File: src/rtl/quiz_pkg.sv
// rtl/quiz_pkg.sv - shared state codes, judge codes and widths for the quiz round controller
package quiz_pkg;

    localparam int HP_W   = 2;
    localparam int QN_W   = 4;
    localparam int TIME_W = 6;

    localparam logic [3:0] ST_IDLE   = 4'd0;
    localparam logic [3:0] ST_GEN    = 4'd1;
    localparam logic [3:0] ST_ANSWER = 4'd2;
    localparam logic [3:0] ST_JUDGE  = 4'd3;
    localparam logic [3:0] ST_RESULT = 4'd4;
    localparam logic [3:0] ST_CLEAR  = 4'd5;
    localparam logic [3:0] ST_OVER   = 4'd6;

    localparam logic [1:0] JUDG_PENDING = 2'b00;
    localparam logic [1:0] JUDG_CORRECT = 2'b01;
    localparam logic [1:0] JUDG_WRONG   = 2'b10;

    typedef enum logic [3:0] {
        S_IDLE   = ST_IDLE,
        S_GEN    = ST_GEN,
        S_ANSWER = ST_ANSWER,
        S_JUDGE  = ST_JUDGE,
        S_RESULT = ST_RESULT,
        S_CLEAR  = ST_CLEAR,
        S_OVER   = ST_OVER
    } state_t;

endpackage

File: src/rtl/sec_countdown.sv
// rtl/sec_countdown.sv - loadable seconds down-counter with zero saturation and expire pulse
module sec_countdown #(
    parameter int             W         = 6,
    parameter logic [W-1:0]   RESET_VAL = '0
) (
    input  logic         clk,
    input  logic         rst_n,
    input  logic         load,
    input  logic [W-1:0] load_val,
    input  logic         tick,
    output logic [W-1:0] count,
    output logic         expire
);

    // expire is combinational so the owner can leave its state on the same edge the count hits 0
    assign expire = tick && !load && (count == W'(1));

    always_ff @(posedge clk or negedge rst_n) begin
        if (!rst_n) begin
            count <= RESET_VAL;
        end else if (load) begin
            count <= load_val;
        end else if (tick && (count != '0)) begin
            count <= count - 1'b1;
        end
    end

endmodule

File: src/rtl/quiz_round_ctrl.sv
// rtl/quiz_round_ctrl.sv - quiz round sequencer; TIMEOUT_EN enables the per-question countdown
module quiz_round_ctrl
    import quiz_pkg::*;
#(
    parameter int HP_INIT    = 3,
    parameter int NUM_Q      = 5,
    parameter int TIME_LIMIT = 20
) (
    input  logic              CLK,
    input  logic              RST,
    input  logic              START_IN,
    input  logic              TICK_1S,
    input  logic              QGEN_DONE,
    input  logic              ANS_VALID,
    input  logic [1:0]        JUDG_IN,
    output logic              QGEN_REQ,
    output logic              ANS_EN,
    output logic              JUDGE_REQ,
    output logic [HP_W-1:0]   HP_OUT,
    output logic [QN_W-1:0]   Q_NUM,
    output logic [TIME_W-1:0] TIME_LEFT,
    output logic [3:0]        STATE,
    output logic              CLR_OUT,
    output logic              OVER_OUT
);

    localparam logic [HP_W-1:0]   HP_RST  = HP_W'(HP_INIT);
    localparam logic [QN_W-1:0]   NUM_Q_V = QN_W'(NUM_Q);
    localparam logic [TIME_W-1:0] TL_V    = TIME_W'(TIME_LIMIT);

    state_t state;
    logic   verdict_ok;
    logic   expire;

    assign STATE = state;

`ifdef TIMEOUT_EN
    sec_countdown #(
        .W         (TIME_W),
        .RESET_VAL (TL_V)
    ) u_countdown (
        .clk      (CLK),
        .rst_n    (RST),
        .load     ((state == S_GEN) && QGEN_DONE),
        .load_val (TL_V),
        .tick     ((state == S_ANSWER) && TICK_1S),
        .count    (TIME_LEFT),
        .expire   (expire)
    );
`else
    logic unused_tick;
    assign unused_tick = TICK_1S;
    assign TIME_LEFT   = TL_V;
    assign expire      = 1'b0;
`endif

    always_ff @(posedge CLK or negedge RST) begin
        if (!RST) begin
            state      <= S_IDLE;
            HP_OUT     <= HP_RST;
            Q_NUM      <= '0;
            QGEN_REQ   <= 1'b0;
            ANS_EN     <= 1'b0;
            JUDGE_REQ  <= 1'b0;
            CLR_OUT    <= 1'b0;
            OVER_OUT   <= 1'b0;
            verdict_ok <= 1'b0;
        end else begin
            case (state)
                S_IDLE: begin
                    if (START_IN) begin
                        state    <= S_GEN;
                        HP_OUT   <= HP_RST;
                        Q_NUM    <= '0;
                        QGEN_REQ <= 1'b1;
                    end
                end
                S_GEN: begin
                    if (QGEN_DONE) begin
                        state    <= S_ANSWER;
                        QGEN_REQ <= 1'b0;
                        ANS_EN   <= 1'b1;
                    end
                end
                S_ANSWER: begin
                    // a committed answer beats an expiring tick in the same cycle
                    if (ANS_VALID) begin
                        state     <= S_JUDGE;
                        ANS_EN    <= 1'b0;
                        JUDGE_REQ <= 1'b1;
                    end else if (expire) begin
                        state      <= S_RESULT;
                        ANS_EN     <= 1'b0;
                        verdict_ok <= 1'b0;
                    end
                end
                S_JUDGE: begin
                    if (JUDG_IN != JUDG_PENDING) begin
                        state      <= S_RESULT;
                        JUDGE_REQ  <= 1'b0;
                        verdict_ok <= (JUDG_IN == JUDG_CORRECT);
                    end
                end
                S_RESULT: begin
                    if (verdict_ok) begin
                        if (Q_NUM != NUM_Q_V) begin
                            Q_NUM <= Q_NUM + 1'b1;
                        end
                        if (Q_NUM + 1'b1 == NUM_Q_V) begin
                            state   <= S_CLEAR;
                            CLR_OUT <= 1'b1;
                        end else begin
                            state    <= S_GEN;
                            QGEN_REQ <= 1'b1;
                        end
                    end else begin
                        if (HP_OUT != '0) begin
                            HP_OUT <= HP_OUT - 1'b1;
                        end
                        if (HP_OUT <= HP_W'(1)) begin
                            state    <= S_OVER;
                            OVER_OUT <= 1'b1;
                        end else begin
                            state    <= S_GEN;
                            QGEN_REQ <= 1'b1;
                        end
                    end
                end
                S_CLEAR, S_OVER: begin
                    if (START_IN) begin
                        state    <= S_GEN;
                        HP_OUT   <= HP_RST;
                        Q_NUM    <= '0;
                        QGEN_REQ <= 1'b1;
                        CLR_OUT  <= 1'b0;
                        OVER_OUT <= 1'b0;
                    end
                end
                default: begin
                    state     <= S_IDLE;
                    QGEN_REQ  <= 1'b0;
                    ANS_EN    <= 1'b0;
                    JUDGE_REQ <= 1'b0;
                    CLR_OUT   <= 1'b0;
                    OVER_OUT  <= 1'b0;
                end
            endcase
        end
    end

endmodule

File: config.mk
export PLATFORM = sky130hd
export DESIGN_NAME = quiz_round_ctrl
export DESIGN_NICKNAME = d
export VERILOG_FILES = /design/src/rtl/quiz_pkg.sv /design/src/rtl/sec_countdown.sv /design/src/rtl/quiz_round_ctrl.sv
export SDC_FILE = /design/constraint.sdc
export NUM_CORES = 1
export LEC_CHECK = 0
export CAP_MARGIN = 40
export CORE_ASPECT_RATIO = 1.75
export CORE_MARGIN = 2
export CORE_UTILIZATION = 40
export CTS_CLUSTER_DIAMETER = 40
export DETAILED_ROUTE_END_ITERATION = 8
export DONT_BUFFER_PORTS = 1
export PLACE_DENSITY = 0.65
export SKIP_CTS_REPAIR_TIMING = 1
export SLEW_MARGIN = 30
export SYNTH_ARGS = -nofsm -noshare
export SYNTH_HDL_FRONTEND = slang
export SYNTH_SLANG_ARGS = --single-unit
export TNS_END_PERCENT = 100
File: constraint.sdc
create_clock -name CLK -period 2.05 [get_ports CLK]
set_input_delay 0.205 -clock CLK [delete_from_list [all_inputs] [get_ports CLK]]
set_output_delay 0.205 -clock CLK [all_outputs]
set_load 0.005 [all_outputs]
==> results.txt, run 1 <==
----------------------------------------------------
[Synthesis]
  Most common flop cell mapped by yosys ... dfrtp_1
  Synth Area in Compound Gates ... a little under a quarter
  Asr flop ratio synth ... 100%
  Most instantiated cells after synthesis ... nand2_1, dfrtp_1, a21oi_1, o21ai_0
  Number of instances in the synthesized netlist ... between 100 and 150
  Cell Area, Synth ... approximately 1100 µm²
  Synth area leaders ... dfrtp_1, buf_4, ha_1, a21oi_1, nand2_1
  Basic-gate share of the synthesized area counting and, or, nand and nor cells ... a little over a fifth
  Post-synthesis mux area share ... less than 1%
  Proportion of netlist area held by the largest area contributor ... between 20 and 30%
  Combinational family with the most area after synthesis ... compound AO/OA/AOI/OAI gates
  Share of synthesized cell area in full adder, half adder and majority cells ... roughly 6.5%
  Fraction of the yosys area taken by sequential cells ... roughly 34%
  Fraction of synthesized cell area in xor and xnor cells ... 0.779%
  Leading cell type by number of instances after synthesis ... nand2_1
  Number of warnings printed during yosys synthesis ... 0
  Number of storage elements in the synthesis netlist ... 15
  Cell type contributing the most total cell area after synthesis ... dfrtp_1
  Post-synthesis cell type count ... 45
  Post-synthesis area per instance ... between 8 and 9 µm²
  EDFF count, synth ... 0

[Clock network]
  Post-CTS clock slew at the launch and capture registers of the worst setup and hold paths ... 0.06 ns
  Number of buffers between clock root and the deepest sink ... 2
  Source-to-sink clock delay at the later pin of the worst-skew pair ... approximately 0.25 ns
  H-tree depth ... 1
  CTS tree ... built
  Clock sink total ... 15
  Total CTS buffers ... 3
  Clock root buffer ... clkbuf_8

[STA]
  Hold Vio Cnt, Final ... 0
  Final-report max-slew violation count ... 0
  Worst-Margin Slew ... around 0.70 ns
  Post-layout min period ... between 1.5 and 2 ns
  Max Fclk ... about 540 MHz
  Setup repair after global routing missed its margin ... no
  Total setup violations reported at the end of the flow ... 0
  Clock Skew ... 0.00509 ns
  Period utilisation layout ... roughly nine tenths
  Max transition margin ... a little over half
  Final setup TNS ... 0 ns

[Min path]
  Tightest Hold Check Type ... input port to flip-flop

[Placed design]
  Placed wire-length estimate ... ~2.0 mm
  Post-Place Cell Area ... 1140 µm²
  Final Wtd Congestion ... roughly 0.83
  Port Buf Inserts ... 0

[Global routing]
  First-pass GRT wire length ... about 4.3 mm
  Residual overflow from global routing ... 0
  Via count of the first global-routing pass ... between 1000 and 1500
  Total routing resource utilization after global routing ... between 10% and 20%
  Antenna violations before repair ... 0
  Pin count of the biggest net entering global routing ... 16

[Detailed routing]
  Antenna-violating nets left ... 0
  Starting DRT DRC Count ... 35
  WL final ... roughly 2.6 mm
  First drt pass iteration count ... 4
  Post-detailed-route DRC marker count ... 0
  Per-cell routed wire length ... 15.7 µm
  Avg Vias per Cell ... about 6
  Total number of vias ... roughly 980

[Floorplan]
  Vertical extent of the die ... approximately 74 µm
  Initial Utilization ... between 40% and 50%
  Count of boundary I/O pins ... 29
  Die X-Extent ... about 44 µm
  Placeable Area ... between 2000 and 3000 µm²
  Area enclosed by the die boundary ... 3270 µm²
  Row cnt ... 25

[Cells and area]
  # fillers ... between 200 and 300
  Share of cells above drive strength 1 ... roughly an eighth
  Post-layout nets ... approximately 150
  Area growth from synthesis to layout ... 6.12%
  N_diodes ... 0
  Final design instance area without fill ... roughly 1200 µm²

[Worst setup path]
  Critical Path RT ... 2.21 ns
  CP Max Fanout ... 5
  Startpoint kind of the worst setup timing path ... flip-flop
  Setup Crit Path Kind ... flip-flop to flip-flop
  Type of destination of the critical path ... flip-flop
  Arrival time at the worst endpoint ... slightly above 2 ns
  R2R Setup Slk ... 0.19 ns

[Pwr]
  Cell Pwr Density ... about 1400 nW/µm²
  P_sw ... between 0.7 and 0.8 mW
  Share of total power consumed by net switching ... 43.8%
  Share of total power in the clock network ... between 10% and 20%
  Internal power ... around 0.9 mW
  Leakage power ... about 0.55 nW
  Share of power burned in registers ... 35.1%
  Comb power frac ... between 50% and 60%
  Worst VDD drop ... 0.000563 V

[Run status]
  Result of the run ... complete, no violations

[Run]
  Number of violations of the max-capacitance limit ... 0

----------------------------------------------------
## critical path, cell delays in order, from the launching register on
cell and delay [ns]:
dfrtp_1 0.42, ha_1 0.23, or2b_1 0.25, nor2_1 0.12, o21ai_1 0.10, or4_1 0.46, a31oi_1 0.18
## placed cells by master, fill, tap and decap left out, types with 3 or more instances in the layout
master and n:
nor2b_1 3, nand3_1 6, dfrtp_1 12, a21oi_1 12, a31oi_1 3, o21ai_0 10, inv_1 9, ha_1 5
nand2_1 16, buf_4 8, conb_1 7, nor2_1 5, clkbuf_8 3
## power groups by stage
stage / Clock (mW) / Combinational [mW] / Sequential, mW
final: 0.239 / 0.832 / 0.579
after global routing: 0.264 / 0.940 / 0.609
after CTS: 0.244 / 0.826 / 0.580
after detailed placement: 0 / 0.819 / 0.586
after global placement: 0 / 0.799 / 0.585
after floorplan: 0 / 0.668 / 0.525
## stage by stage
| stage | power (mW) | hold WS (ns) | utilization [%] | cells | worst slack [ns] |
|---|---|---|---|---|---|
| finish | 1.65 | 0.0364 | 44.4 | 166 | 0.193 |
| global route | 1.81 | 0.0465 | 44.4 | 166 | 0.0158 |
| CTS | 1.65 | -0.357 | 44.0 | 165 | 0.133 |
| detailed placement | 1.41 | -0.0901 | 42.3 | 161 | 0.148 |
| global placement | 1.38 | -0.0901 | 42.3 | 161 | 0.222 |
| floorplan | 1.19 | -0.0906 | - | 139 | 0.267 |
## cell families (layout without fill, tap and decap cells)
kind of cell / count (synthesis) / count (layout)
buf+inv: 22 / 22
xor+xnor: 1 / 1
fa+ha+maj: 6 / 6
simple gates: 45 / 45
compound gates: 42 / 42
other cells: 2 / 7
mux: 1 / 1
flops: 15 / 15
## final timing paths
kind	startpoint	endpoint	depth (start not counted)
max	Q_NUM[0]	QGEN_REQ	6
min	JUDG_IN[1]	verdict_ok	1
max reg2reg	Q_NUM[0]	QGEN_REQ	6
min reg2reg	JUDGE_REQ	JUDGE_REQ	2
max in group asynchronous	RST	Q_NUM[1]	1
min in group asynchronous	RST	STATE[2]	1
## registers in the layout, indices dropped and copies added (netlist names)
signal,count
STATE,3
QGEN_REQ,1
CLR_OUT,1
HP_OUT,2
JUDGE_REQ,1
ANS_EN,1
Q_NUM,4
verdict_ok,1
OVER_OUT,1
## per-layer routing
| layer | wire length, µm | share of wire [%] | global-route usage [%] |
|---|---|---|---|
| met5 | 0 | 0 | 0 |
| met2 | 1400 | 53 | 31.0 |
| met3 | 170 | 6.5 | 4.85 |
| met4 | 59 | 2.3 | 10.4 |
| met1 | 987 | 38 | 18.0 |
## cell type report
| type | count | area (µm²) | area share, % |
|---|---|---|---|
| Tap cell | 27 | 33.8 | 2.83 |
| Clock buffer | 4 | 45.0 | 3.77 |
| Sequential cell | 15 | 379 | 31.8 |
| Inverter | 9 | 33.8 | 2.83 |
| Timing Repair Buffer | 9 | 70.1 | 5.87 |
| Multi-Input combinational cell | 102 | 632 | 52.9 |
No activity file was read; power rests on OpenSTA's default activity.
==> run 2, diff against run 1 <==
- CORE_ASPECT_RATIO: 1.75 -> 0.6
- CORE_MARGIN: 2 -> 3
==> run 2 against run 1 <==
  * Sequential share of layout area grew 0.51 points
  * Utilization grew 1.1 points
  * Die area grew 7.2%
  * Total power shrank 0.74%
  * Clock power grew 3%
  * Global-route usage shrank 0.85 points
  * Critical endpoint unchanged
==> results.txt, run 2 (synthesis results as in run 1) <==
----------------------------------------------------
[Run status]
  Result of the run ... complete, no violations

[Detailed routing]
  Avg Vias per Cell ... 5.85 (-0.79%)
  Per-cell routed wire length ... 16.0 µm (+1.8%)
  Total number of vias ... 983 (+0.41%)
  Post-detailed-route DRC marker count ... 0 (unchanged)
  Antenna-violating nets left ... 0 (unchanged)
  Starting DRT DRC Count ... 65 (+86%)
  WL final ... 2.69 mm (+3.0%)
  First drt pass iteration count ... 4 (unchanged)

[Floorplan]
  Row cnt ... 14 (-44%)
  Die X-Extent ... 74.5 µm (+69%)
  Count of boundary I/O pins ... 29 (unchanged)
  Placeable Area ... 2590 µm² (-3.6%)
  Initial Utilization ... 43.4% (+1.6 points)
  Vertical extent of the die ... 47.1 µm (-37%)
  Area enclosed by the die boundary ... 3510 µm² (+7.2%)

[Worst setup path]
  Slowest Stage Delay on Critical Path ... 0.48 ns (+0.02 ns)
  Cell with the largest stage delay on the worst path ... or4_1
  Type of destination of the critical path ... flip-flop
  Startpoint kind of the worst setup timing path ... flip-flop
  Worst-path cell chain ... ha_1 -> nor4b_2 -> o21ai_1 -> or4_1 -> a31oi_1
  Worst-case reg-to-reg path depth ... 5 (-1)
  Buf+Inv Stages, Crit Path ... 0 (unchanged)
  R2R Setup Slk ... 0.11 ns (-0.08 ns)
  R2R Path Start ... Q_NUM[0]
  CP top delay family ... simple AND/OR/NAND/NOR gates
  Worst r2r dst ... QGEN_REQ
  Setup Crit Path Kind ... flip-flop to flip-flop
  CP Max Fanout ... 9 (+4)
  Critical Path RT ... 2.23 ns (+0.02 ns)
  Arrival time at the worst endpoint ... 2.11 ns (+0.09 ns)

[Cells and area]
  Largest register FFs ... 4 (unchanged)
  Register with the most flip-flops ... Q_NUM
  Final design instance area without fill ... 1180 µm² (-1.3%)
  Commonest non-fill, non-tap cells in the layout ... nand2_1, a21oi_1, dfrtp_1
  N_diodes ... 0 (unchanged)
  Share of cells above drive strength 1 ... 11.8% (-1.2 points)
  Area growth from synthesis to layout ... 4.78%
  Leading cell type in the layout, fill and taps excluded ... nand2_1
  Post-layout nets ... 150 (-2.0%)

[Pwr]
  Leakage power ... 0.535 nW (-3.1%)
  Worst VDD drop ... 0.000622 V (+11%)
  Cell Pwr Density ... 1390 nW/µm² (+0.53%)

[Clock network]
  CTS tree ... built
  Number of buffers between clock root and the deepest sink ... 2 (unchanged)
  Source-to-sink clock delay at the later pin of the worst-skew pair ... 0.25 ns (about the same)
  Post-CTS clock slew at the launch and capture registers of the worst setup and hold paths ... 0.06 ns (about the same)
  H-tree depth ... 1 (unchanged)
  Total CTS buffers ... 3 (unchanged)
  Clock root buffer ... clkbuf_8
  Clock sink total ... 15 (unchanged)

[STA]
  Post-Route Hold Slack ... 0.0329 ns (-0.00345 ns)
  Total setup violations reported at the end of the flow ... 0 (unchanged)
  Max Fclk ... 516 MHz (-4.1%)
  Hold Vio Cnt, Final ... 0 (unchanged)
  Final-report max-slew violation count ... 0 (unchanged)
  Final setup TNS ... 0 ns (unchanged)
  Post-layout min period ... 1.94 ns (+0.0792 ns)
  Clock Skew ... 0.00252 ns (-0.00257 ns)
  Period utilisation layout ... 94.5% (+3.9 points)
  Worst-Margin Slew ... 0.732 ns (+0.0363 ns)
  Setup repair after global routing missed its margin ... no
  Max transition margin ... 51.0% (-2.4 points)

[Global routing]
  Total routing resource utilization after global routing ... 16.8% (-0.85 points)
  Antenna violations before repair ... 0 (unchanged)
  Residual overflow from global routing ... 0 (unchanged)
  Pin count of the biggest net entering global routing ... 16 (unchanged)
  First-pass GRT wire length ... 4.22 mm (-2.6%)
  Via count of the first global-routing pass ... 849 (-16%)

[Placed design]
  Port Buf Inserts ... 0 (unchanged)
  Final Wtd Congestion ... 0.816 (-1.9%)
  Post-Place Cell Area ... 1120 µm² (-1.4%)
  Placed wire-length estimate ... 2.00 mm (-1.9%)

[Min path]
  Cell depth of the worst hold path ... 1 (unchanged)
  Min-Delay Endpoint ... verdict_ok
  Tightest Hold Check Type ... input port to flip-flop
  Startpoint of the tightest hold check path ... JUDG_IN[1]

[Run]
  Number of violations of the max-capacitance limit ... 0 (unchanged)

----------------------------------------------------
## run 2: changes by cell type in the layout (fill, tap and decap cells not counted)
cell | before | now
dfrtp_1 | 12 | 11
buf_4 | 8 | 5
dfrtp_2 | 1 | 2
## run 2: how the worst max path moves through the flow
stage	start	to	cells after the start
2_1_floorplan	Q_NUM[0]	QGEN_REQ	6
3_3_place_gp	Q_NUM[0]	QGEN_REQ	6
3_5_place_dp	Q_NUM[0]	QGEN_REQ	6
4_1_cts	Q_NUM[0]	QGEN_REQ	6
5_1_grt	Q_NUM[0]	QGEN_REQ	5
6_report	Q_NUM[0]	QGEN_REQ	5
## run 2: through the flow
stage / instances / power [mW] / utilization (%) / setup WS [ns]
final: 168 / 1.64 / 45.5 / 0.114
after detailed placement: 163 / 1.37 / 43.2 / 0.0835
after global routing: 168 / 1.77 / 45.5 / 0.00129
after floorplan: 139 / 1.19 / - / 0.267
after global placement: 163 / 1.35 / 43.2 / 0.180
after CTS: 167 / 1.63 / 45.0 / 0.0982
## run 2: layout make-up
type | instances | area [µm²]
well taps | 32 | 40.0
clock buffers | 4 | 45.0
inverters | 9 | 33.8
multi-input cells | 102 | 632
repair buffers | 6 | 47.5
fillers | 251 | 1410
flip-flops and latches | 15 | 380
## run 2: where the power goes
part           leakage [nW]  switching, mW  internal [mW]
clock                0.0228          0.109          0.138
combinational         0.330          0.444          0.348
sequential            0.182          0.189          0.410
total                 0.535          0.742          0.896
## run 2: routing by layer
metal | part of all wire [%] | vias up | global-route usage (%)
met5 | 0 | - | 0
met4 | 1.2 | 0 | 6.38
met3 | 9.1 | 5 | 6.41
met2 | 41 | 40 | 23.4
met1 | 49 | 472 | 23.5
li1 | - | 466 | -
